`src/rtl/instruction_fetch.sv`:
```
// Fetch stage: holds the PC, fetches words over a req/ack handshake, computes next PC.
// Optional misaligned-target trap enabled by defining IFETCH_MISALIGN_TRAP_EN.
module instruction_fetch #(
    parameter logic [31:0] RESET_PC = 32'h0000_0000,
    parameter int unsigned IMEM_AW  = 14
) (
    input  logic               clock,
    input  logic               reset,
    input  logic               Branch,
    input  logic               Zero,
    input  logic               Jal,
    input  logic               Jalr,
    input  logic [31:0]        imm32,
    input  logic [31:0]        rs1_data,
    input  logic               stall,
    output logic               imem_req,
    output logic [IMEM_AW-1:0] imem_addr,
    input  logic               imem_ack,
    input  logic [31:0]        imem_rdata,
    output logic [31:0]        inst,
    output logic [6:0]         opcode,
    output logic               inst_valid,
    output logic [31:0]        pc,
    output logic [31:0]        pc_plus4,
    output logic               misalign
);

    localparam logic [31:0] NopInst = 32'h0000_0013;

    typedef enum logic [1:0] {StBoot, StFetch, StIssue, StHalt} state_e;

    state_e      state_q, state_d;
    logic [31:0] pc_q, pc_d;
    logic [31:0] inst_q, inst_d;
    logic        req_q, req_d;
    logic        valid_q, valid_d;

    logic [31:0] jalr_tgt;
    logic [31:0] rel_tgt;
    logic [31:0] next_pc_raw;
    logic [31:0] next_pc;
    logic        tgt_misaligned;

    assign pc_plus4 = pc_q + 32'd4;
    assign jalr_tgt = (rs1_data + imm32) & ~32'h1;
    assign rel_tgt  = pc_q + imm32;

    // Jalr beats Jal; Branch only counts when neither jump is set.
    always_comb begin
        if (Jalr) begin
            next_pc_raw = jalr_tgt;
        end else if (Jal) begin
            next_pc_raw = rel_tgt;
        end else if (Branch && Zero) begin
            next_pc_raw = rel_tgt;
        end else begin
            next_pc_raw = pc_plus4;
        end
    end

`ifdef IFETCH_MISALIGN_TRAP_EN
    logic misalign_q, misalign_d;

    assign next_pc        = next_pc_raw;
    assign tgt_misaligned = |next_pc_raw[1:0];
    assign misalign       = misalign_q;
`else
    assign next_pc        = {next_pc_raw[31:2], 2'b00};
    assign tgt_misaligned = 1'b0;
    assign misalign       = 1'b0;
`endif

    always_comb begin
        state_d = state_q;
        pc_d    = pc_q;
        inst_d  = inst_q;
        req_d   = 1'b0;
        valid_d = 1'b0;
`ifdef IFETCH_MISALIGN_TRAP_EN
        misalign_d = misalign_q;
`endif
        case (state_q)
            StBoot: begin
                state_d = StFetch;
                req_d   = 1'b1;
            end
            StFetch: begin
                if (imem_ack) begin
                    inst_d  = imem_rdata;
                    state_d = StIssue;
                    valid_d = 1'b1;
                end else begin
                    req_d = 1'b1;
                end
            end
            StIssue: begin
                if (stall) begin
                    valid_d = 1'b1;
                end else if (tgt_misaligned) begin
                    state_d = StHalt;
`ifdef IFETCH_MISALIGN_TRAP_EN
                    misalign_d = 1'b1;
`endif
                end else begin
                    pc_d    = next_pc;
                    state_d = StFetch;
                    req_d   = 1'b1;
                end
            end
            StHalt: begin
                state_d = StHalt;
            end
            default: begin
                state_d = StBoot;
            end
        endcase
    end

    // Outputs are registered alongside the state so they always match it.
    always_ff @(posedge clock) begin
        if (reset) begin
            state_q <= StBoot;
            pc_q    <= RESET_PC;
            inst_q  <= NopInst;
            req_q   <= 1'b0;
            valid_q <= 1'b0;
`ifdef IFETCH_MISALIGN_TRAP_EN
            misalign_q <= 1'b0;
`endif
        end else begin
            state_q <= state_d;
            pc_q    <= pc_d;
            inst_q  <= inst_d;
            req_q   <= req_d;
            valid_q <= valid_d;
`ifdef IFETCH_MISALIGN_TRAP_EN
            misalign_q <= misalign_d;
`endif
        end
    end

    assign imem_req   = req_q;
    assign imem_addr  = pc_q[IMEM_AW+1:2];
    assign inst       = inst_q;
    assign opcode     = inst_q[6:0];
    assign inst_valid = valid_q;
    assign pc         = pc_q;

endmodule

```
`config.mk`:
```
export PLATFORM = sky130hd
export DESIGN_NAME = instruction_fetch
export DESIGN_NICKNAME = d
export VERILOG_FILES = /design/src/rtl/instruction_fetch.sv
export SDC_FILE = /design/constraint.sdc
export NUM_CORES = 1
export LEC_CHECK = 0
export CAP_MARGIN = 40
export CELL_PAD_IN_SITES_DETAIL_PLACEMENT = 1
export CELL_PAD_IN_SITES_GLOBAL_PLACEMENT = 1
export CORE_UTILIZATION = 47
export CTS_CLUSTER_DIAMETER = 40
export DETAILED_ROUTE_END_ITERATION = 7
export DONT_BUFFER_PORTS = 1
export GPL_TIMING_DRIVEN = 0
export PLACE_DENSITY = 0.89
export SYNTH_ARGS = -nofsm -noshare
export SYNTH_HDL_FRONTEND = slang
export SYNTH_SLANG_ARGS = --single-unit
```
`constraint.sdc`:
```
create_clock -name clock -period 6.08 [get_ports clock]
set_input_delay 1.216 -clock clock [delete_from_list [all_inputs] [get_ports clock]]
set_output_delay 1.216 -clock clock [all_outputs]
set_load 0.05 [all_outputs]
```
# Yosys cells after proc, flatten, opt, wreduce, memory -nomap -nowiden
# Index checks and enable logic that the tools add are counted.
# W data, S select, Z words.
[classes] reduce_logical=5 bitwise=1 muxes=12 eq_ne=5 addsub=3
[ops] operator="$mux W32" count=3
[ops] operator="$add A32 B32 Y32" count=2
[ops] operator="$add A32 B3 Y32 const B" count=1
[ops] operator="$pmux W2 S4" count=1
[ops] operator="$reduce_and A2 Y1" count=3
[ops] operator="$eq A2 B2 Y1 const B" count=2
[ops] operator="$mux W1" count=4
[ops] operator="$mux W2" count=2
[ops] operator="$ne A2 B2 Y1 const B" count=2
[ops] operator="$pmux W1 S3" count=1
[ops] operator="$eq A2 B1 Y1 const B" count=1
[ops] operator="$logic_not A2 Y1" count=1
[ops] operator="$pmux W1 S2" count=1
[ops] operator="$logic_and A1 B1 Y1" count=1
[ops] operator="$not A1 Y1" count=1
[totals] word_cells=31 regBits=66

# Longest topological paths before layout
# Gate-level depths: netlist of run 1.
[depth] word_depth=4 mapped_depth=11

# Least setup slack after synthesis of run 1
# No wires, ideal clock.
[synth_timing] path_type="flip-flop to output port" from="register pc_q[3] (netlist: pc[3])" to="output port pc_plus4[26]" path_stages_with_launch=8 path_slack_ps=1933 arrival_time_ps=2931 path_cell_list="dfxtp_1 > ha_1 > inv_1 > or4_4 > buf_6 > nor3_4 > nand3_1 > xnor2_1"
[synth_via] elab_chain_cells=1
[synth_lines] element="from (decl)" line="33" rtl="logic [31:0] pc_q, pc_d;"
[synth_lines] element="from (signal assigned)" line="132" rtl="pc_q <= pc_d;"
[synth_lines] element="$add A32 B3 Y32" line="44" rtl="assign pc_plus4 = pc_q + 32'd4;"
[synth_lines] element="to (decl)" line="24" rtl="output logic [31:0] pc_plus4,"
# No other way between the ends.

# Final worst setup path of run 1
[layout_timing] from="register pc_q[2] (netlist: pc[2])" to="output port pc_plus4[29]"
# The elaborated chain is that of the path after synthesis.

==> results of run 1 <==
## cell usage in the layout, fill, tap and decap left out, drive strengths merged, types with 4 or more instances in the layout
master   synthesis  final
o21ai           34     34
nand2b          10     10
conb             1      5
nor4             5      5
nand3           23     23
and2             4      4
a21o            25     25
nand2          130    130
clkbuf          31     40
nor2b            7      7
ha              65     65
xor2            36     36
a2111oi          5      5
nor2            78     78
a211oi          28     28
inv             14     16
a21oi           98     98
or3              5      5
xnor2           38     38
and3             6      6
o211ai          11     11
nor3            24     24
o21bai           4      4
a31oi            5      5
a41oi            4      4
nand4           17     17
buf             33     61
dfxtp           66     66
## power by group
part / internal, W / switching [W] / leakage, nW
Clock: 0.000363 / 0.000223 / 0.160
Sequential: 0.000470 / 0.000173 / 0.537
Combinational: 0.000224 / 0.000428 / 2.41
Total: 0.00106 / 0.000825 / 3.11
## layer usage
layer  global-route usage  part of all wire
met1                0.417              0.41
met2                0.584              0.48
met3               0.0656             0.079
met4                0.154             0.035
met5                    0                 0
## flip-flops by register name, indices dropped and copies added (netlist names)
signal / flops
state_q: 2
pc: 30
imem_req: 1
inst_valid: 1
inst: 32
## stage by stage
step	cell area [um2]	power, W	util	hold WS, ns	cells
2_1_floorplan	6550	0.00113	-	0.507	871
3_3_place_gp	6770	0.00125	0.505	0.522	1047
3_5_place_dp	6970	0.00129	0.520	0.530	1075
4_1_cts	7300	0.00188	0.545	0.540	1091
5_1_grt	7300	0.00197	0.545	0.575	1091
6_report	7300	0.00188	0.545	0.539	1091
## area by class of cell
class	count	area (um2)
fill	1725	6100
multi-input combinational	727	4750
sequential	66	1320
buffer	64	419
clock buffer	9	225
tap	176	220
timing repair buffer	28	206
clock inverter	7	100
inverter	14	52.6
## worst max path at each step
| stage | from | end | slack (ns) | cells after the start |
|---|---|---|---|---|
| after floorplan | pc[3] | pc_plus4[26] | 1.93 | 7 |
| after global placement | pc[2] | pc_plus4[27] | 1.14 | 6 |
| after detailed placement | pc[2] | pc_plus4[29] | 1.52 | 6 |
| after CTS | pc[2] | pc_plus4[29] | 1.10 | 6 |
| after global routing | pc[2] | pc_plus4[27] | 0.91 | 7 |
| final | pc[2] | pc_plus4[29] | 1.09 | 6 |
## cells by family after synthesis
| family | Yosys count | synth area share |
|---|---|---|
| AO/OA/AOI/OAI | 257 | 0.261 |
| XOR/XNOR | 74 | 0.102 |
| adder cells (fa/ha/maj) | 66 | 0.128 |
| buffers and inverters | 78 | 0.0722 |
| flip-flops | 66 | 0.202 |
| multiplexers | 4 | 0.00632 |
| other | 1 | 0.000574 |
| AND/OR/NAND/NOR | 321 | 0.229 |
## worst reg2reg max path, stage by stage, from the launching register on
cell,delay (ns)
dfxtp_1,0.89
nand2_1,0.27
nor4_2,0.72
nand2b_1,0.25
nor2_1,0.40
nand3_1,0.21
xnor2_2,0.67
o31a_1,0.22
a32oi_1,0.11
nor3_1,0.20
==> reports/metrics.yaml, run 1 <==
status:
  outcome: "finished clean"
clock_network:
  clkLatencyLatePin_ns: 0.34
  cts.repair.resized: 0
  post_cts_buffers: 0
  cts_tree: "built"
  ctsHtreeMaxLevel: 3
  cts.sinks: 66
  root_buffer: "clkbuf_16"
  clkSlewWorstSetupHoldPaths_ns: 0.06
  cts_made_buffers: 9
  cts_buffer_depth: 2
  ctsHoldBuffers: 0
global_routing:
  grt_max_degree: 14
  antenna_found_initial: 0
  track_usage: 0.343
  overflow: 0
  grt_pass1_wl_um: 38200
  grt_pass1_vias: 7117
layout:
  final_nets: 1080
  drive_above_1_share: 0.120
  antenna_cells: 0
  area_growth_pct: 11.7
detailed_routing:
  route.detailed.drc: 0
  wl_um: 24600
  drtIter0Drc: 493
  viasPerCell: 6.36
  antenna_left: 0
  first_pass_iters: 5
  wl_per_cell_um: 22.5
  vias: 6941
critical_path:
  required_ns: 4.86
  slowest_stage: "dfxtp_1"
  path_cells: "nand2_1 > nor4_2 > nand2b_1 > nor2_1 > nand3_1 > xnor2_2"
  r2r_setup_slack_ns: 2.05
  crit_buf_inv: 0
  cp.arrival_ns: 3.77
  r2r-start: "pc[2]"
  cp_max_fo: 9
  crit_path_start_kind: "flip-flop"
  reg2regPathDepth: 9
  cp_top_family: "simple AND/OR/NAND/NOR gates"
  worstSetupPathType: "flip-flop to output port"
  worstSetupEndpointType: "output port"
  critPathMaxStageDelay_ns: 0.89
  r2r_end: "pc[29]"
sta:
  setup_viol_count_final: 0
  skew_ns: 0.00686
  slew_headroom: 0.412
  grt_setup_unrepaired: "no"
  post-route-min-period_ns: 4.99
  max_freq_ghz: 0.200
  worst_pin_slew_ns: 0.881
  finalCritPeriodShare: 0.820
  setup_ws_ns: 1.09
  hold_viol: 0
  tns_ns: 0
  slew_violations: 0
floorplan:
  rows: 42
  die_h_um: 120
  die_w_um: 120
  core_um2: 13400
  ios: 224
  initial_core_util: 0.487
  die_area_um2: 14400
synthesis:
  synth_edf_count: 0
  ys_warn_count: 0
  yosysSeqAreaShare: 0.202
  synth_flop_cell: "dfxtp_1"
  synth_top_area_cell: "dfxtp_1"
  ys_ff_latch: 66
  synth_commonest_cells: "nand2_1 (130), a21oi_1 (96), nor2_1 (76), dfxtp_1 (66), ha_1 (65)"
  syn-mean-instance-area_um2: 7.53
  netlist_area_um2: 6530
  synth-async-reset-ratio: 0
  synthCells: 867
  synth_most_common_cell: "nand2_1"
  synthTopCellsByArea: "dfxtp_1 (20%), ha_1 (12%), nand2_1 (7.5%), a21oi_1 (7.4%), xnor2_1 (4.8%)"
  ys_types: 80
  synth_top_area_frac: 0.202
placement:
  place_congestion: 0.971
  dp_hpwl_um: 19100
  numPortBuffers: 0
  dpl_worst_slack_ns: 1.52
pwr:
  power_per_cell_area_nw_per_um2: 258
  vdd_drop_max_mv: 0.149
  leakage_nw: 3.11
worst_hold_path:
  hold_depth: 2
  whs_endpoint: "state_q[1]"
  hold_start: "state_q[1]"
  hp-class: "flip-flop to flip-flop"
job:
  drv_cap: 0
No activity file was read; power rests on OpenSTA's default activity.
==> run 2, diff against run 1 <==
Settings changed: CORE_UTILIZATION 47 to 42, PLACE_DENSITY 0.89 to 0.84.
Clock period 6.08 ns to 4.2 ns, I/O delays scaled along.
==> run 2 against run 1 <==
Power increased by 41%; largest cell class unchanged; clock skew increased by 0.0040 ns; worst setup slack got worse by 0.95 ns; critical path depth increased by 1; global-route usage decreased by 4.4 points; design area increased by 0.14%; largest power group unchanged; clock power increased by 30%.
==> reports/metrics.yaml, run 2 (synthesis gave the netlist of run 1 again) <==
detailed_routing:
  wl_met2_um: 11700
  wl_met1_um: 10100
  viasPerCell: 6.25
  vias: 6893
  wl_met3_um: 1920
  wl_um: 24300
  first_pass_iters: 5
  route.detailed.drc: 0
  wl_per_cell_um: 22.0
  dr.max_layer_used: "met4"
  drtIter0Drc: 476
  antenna_left: 0
critical_path:
  worstSetupEndpointType: "output port"
  worstSetupPathType: "flip-flop to output port"
  cp_max_fo: 7
  crit_path_start_kind: "flip-flop"
  required_ns: 3.36
  cp.arrival_ns: 3.22
pwr:
  pwr-share-seq: 0.354
  vdd_drop_max_mv: 0.162
  power.switching_w: 0.00116
  leakage_nw: 3.10
  p_total_w: 0.00265
  p_sw_frac: 0.440
  pwr-share-comb: 0.359
  intPower_w: 0.00148
  pwr-share-clk: 0.287
  power_per_cell_area_nw_per_um2: 363
clock_network:
  root_buffer: "clkbuf_16"
  clkLatencyLatePin_ns: 0.33
  ctsHtreeMaxLevel: 3
  cts.sinks: 66
  cts_buffer_depth: 2
  clkSlewWorstSetupHoldPaths_ns: 0.06
  cts_made_buffers: 9
  cts_tree: "built"
layout:
  final_nets: 1079
  antenna_cells: 0
  largest_register_ffs: 32
  final_cells: 1102
  fin_area_um2: 7310
  area_growth_pct: 11.9
  final_cell_mix: "nand2_1 (130), a21oi_1 (96), nor2_1 (76)"
  layout_commonest_cell: "nand2_1"
  drive_above_1_share: 0.131
  fillers: 1913
sta:
  slew_violations: 0
  post-route-min-period_ns: 4.06
  worst_pin_slew_ns: 0.845
  grt_setup_unrepaired: "no"
  skew_ns: 0.0109
  hold_viol: 0
  setup_viol_count_final: 0
  finalCritPeriodShare: 0.967
  hold_ws_ns: 0.539
  max_freq_ghz: 0.246
  slew_headroom: 0.436
floorplan:
  die_w_um: 127
  die_h_um: 127
  initial_core_util: 0.430
  core_um2: 15200
  die_area_um2: 16100
  rows: 45
  ios: 224
placement:
  numPortBuffers: 0
  place_congestion: 0.873
  placed_area_um2: 6980
  place_inst: 1086
  dp_hpwl_um: 19300
status:
  outcome: "finished clean"
job:
  drv_cap: 0
global_routing:
  overflow: 0
  grt_pass1_vias: 6950
  track_usage: 0.299
  antenna_found_initial: 0
  grt_max_degree: 12
  grt_pass1_wl_um: 37600
worst_hold_path:
  hp-class: "flip-flop to flip-flop"
==> run 2: cell types whose count changed in the layout (fill, tap and decap cells not counted), sizes merged <==
| cell | previous run | this run |
|---|---|---|
| clkinv | 3 | 2 |
| buf | 61 | 60 |
| inv | 16 | 14 |
| clkinvlp | 0 | 1 |
| clkbuf | 40 | 43 |
| bufinv | 2 | 1 |
==> run 2: power by group through the flow <==
stage | clock [W] | combinational [W] | sequential (W)
floorplan | 0 | 0.000721 | 0.000918
global placement | 0 | 0.000884 | 0.000945
detailed placement | 0 | 0.000937 | 0.000947
CTS | 0.000770 | 0.000944 | 0.000934
global route | 0.000806 | 0.00103 | 0.000945
finish | 0.000759 | 0.000951 | 0.000939
==> run 2: area by class of cell <==
cell class / instances / area [um2] / area share
clock buffer: 12 / 246 / 0.0337
buffer: 64 / 419 / 0.0574
timing repair buffer: 27 / 203 / 0.0277
clock inverter: 4 / 51.3 / 0.00702
multi-input combinational: 727 / 4760 / 0.652
inverter: 14 / 52.6 / 0.00719
sequential: 66 / 1340 / 0.183
tap: 188 / 235 / 0.0322
==> run 2: critical path, stage by stage (launching register included) <==
cell	delay, ns
dfxtp_1	0.83
nand4_2	0.23
nor4_2	0.54
nand2b_1	0.20
nor2_1	0.35
nand4_1	0.18
xnor2_1	0.31
buf_4	0.26
==> run 2: layer usage <==
| layer | vias to the layer above | global-route usage |
|---|---|---|
| met1 | 3324 | 0.352 |
| met3 | 49 | 0.0675 |
| met2 | 323 | 0.526 |
| met4 | 0 | 0.120 |
| li1 | 3197 | - |
| met5 | - | 0 |
==> run 2: timing repair <==
action                                  4_1_cts  5_1_grt
cloned                                        0        0
buffers inserted                              0        0
hold buffers                                  0        0
gates resized for setup                       2       11
endpoints found under the setup margin        2        4
==> run 2: final timing paths <==
path,start,to,slack [ns],depth (start not counted)
max,pc[10],pc_plus4[27],0.14,7
min,state_q[1],state_q[1],0.54,2
max reg2reg,pc[2],pc[30],0.67,11
min reg2reg,state_q[1],state_q[1],0.54,2
==> run 2: stage by stage <==
stage                     setup WS [ns]   util  TNS (ns)
after floorplan                   0.429      -         0
after global placement           -0.115  0.446    -0.141
after detailed placement          0.235  0.459         0
after CTS                        0.0378  0.480         0
after global routing           0.000169  0.481         0
final                             0.138  0.481         0
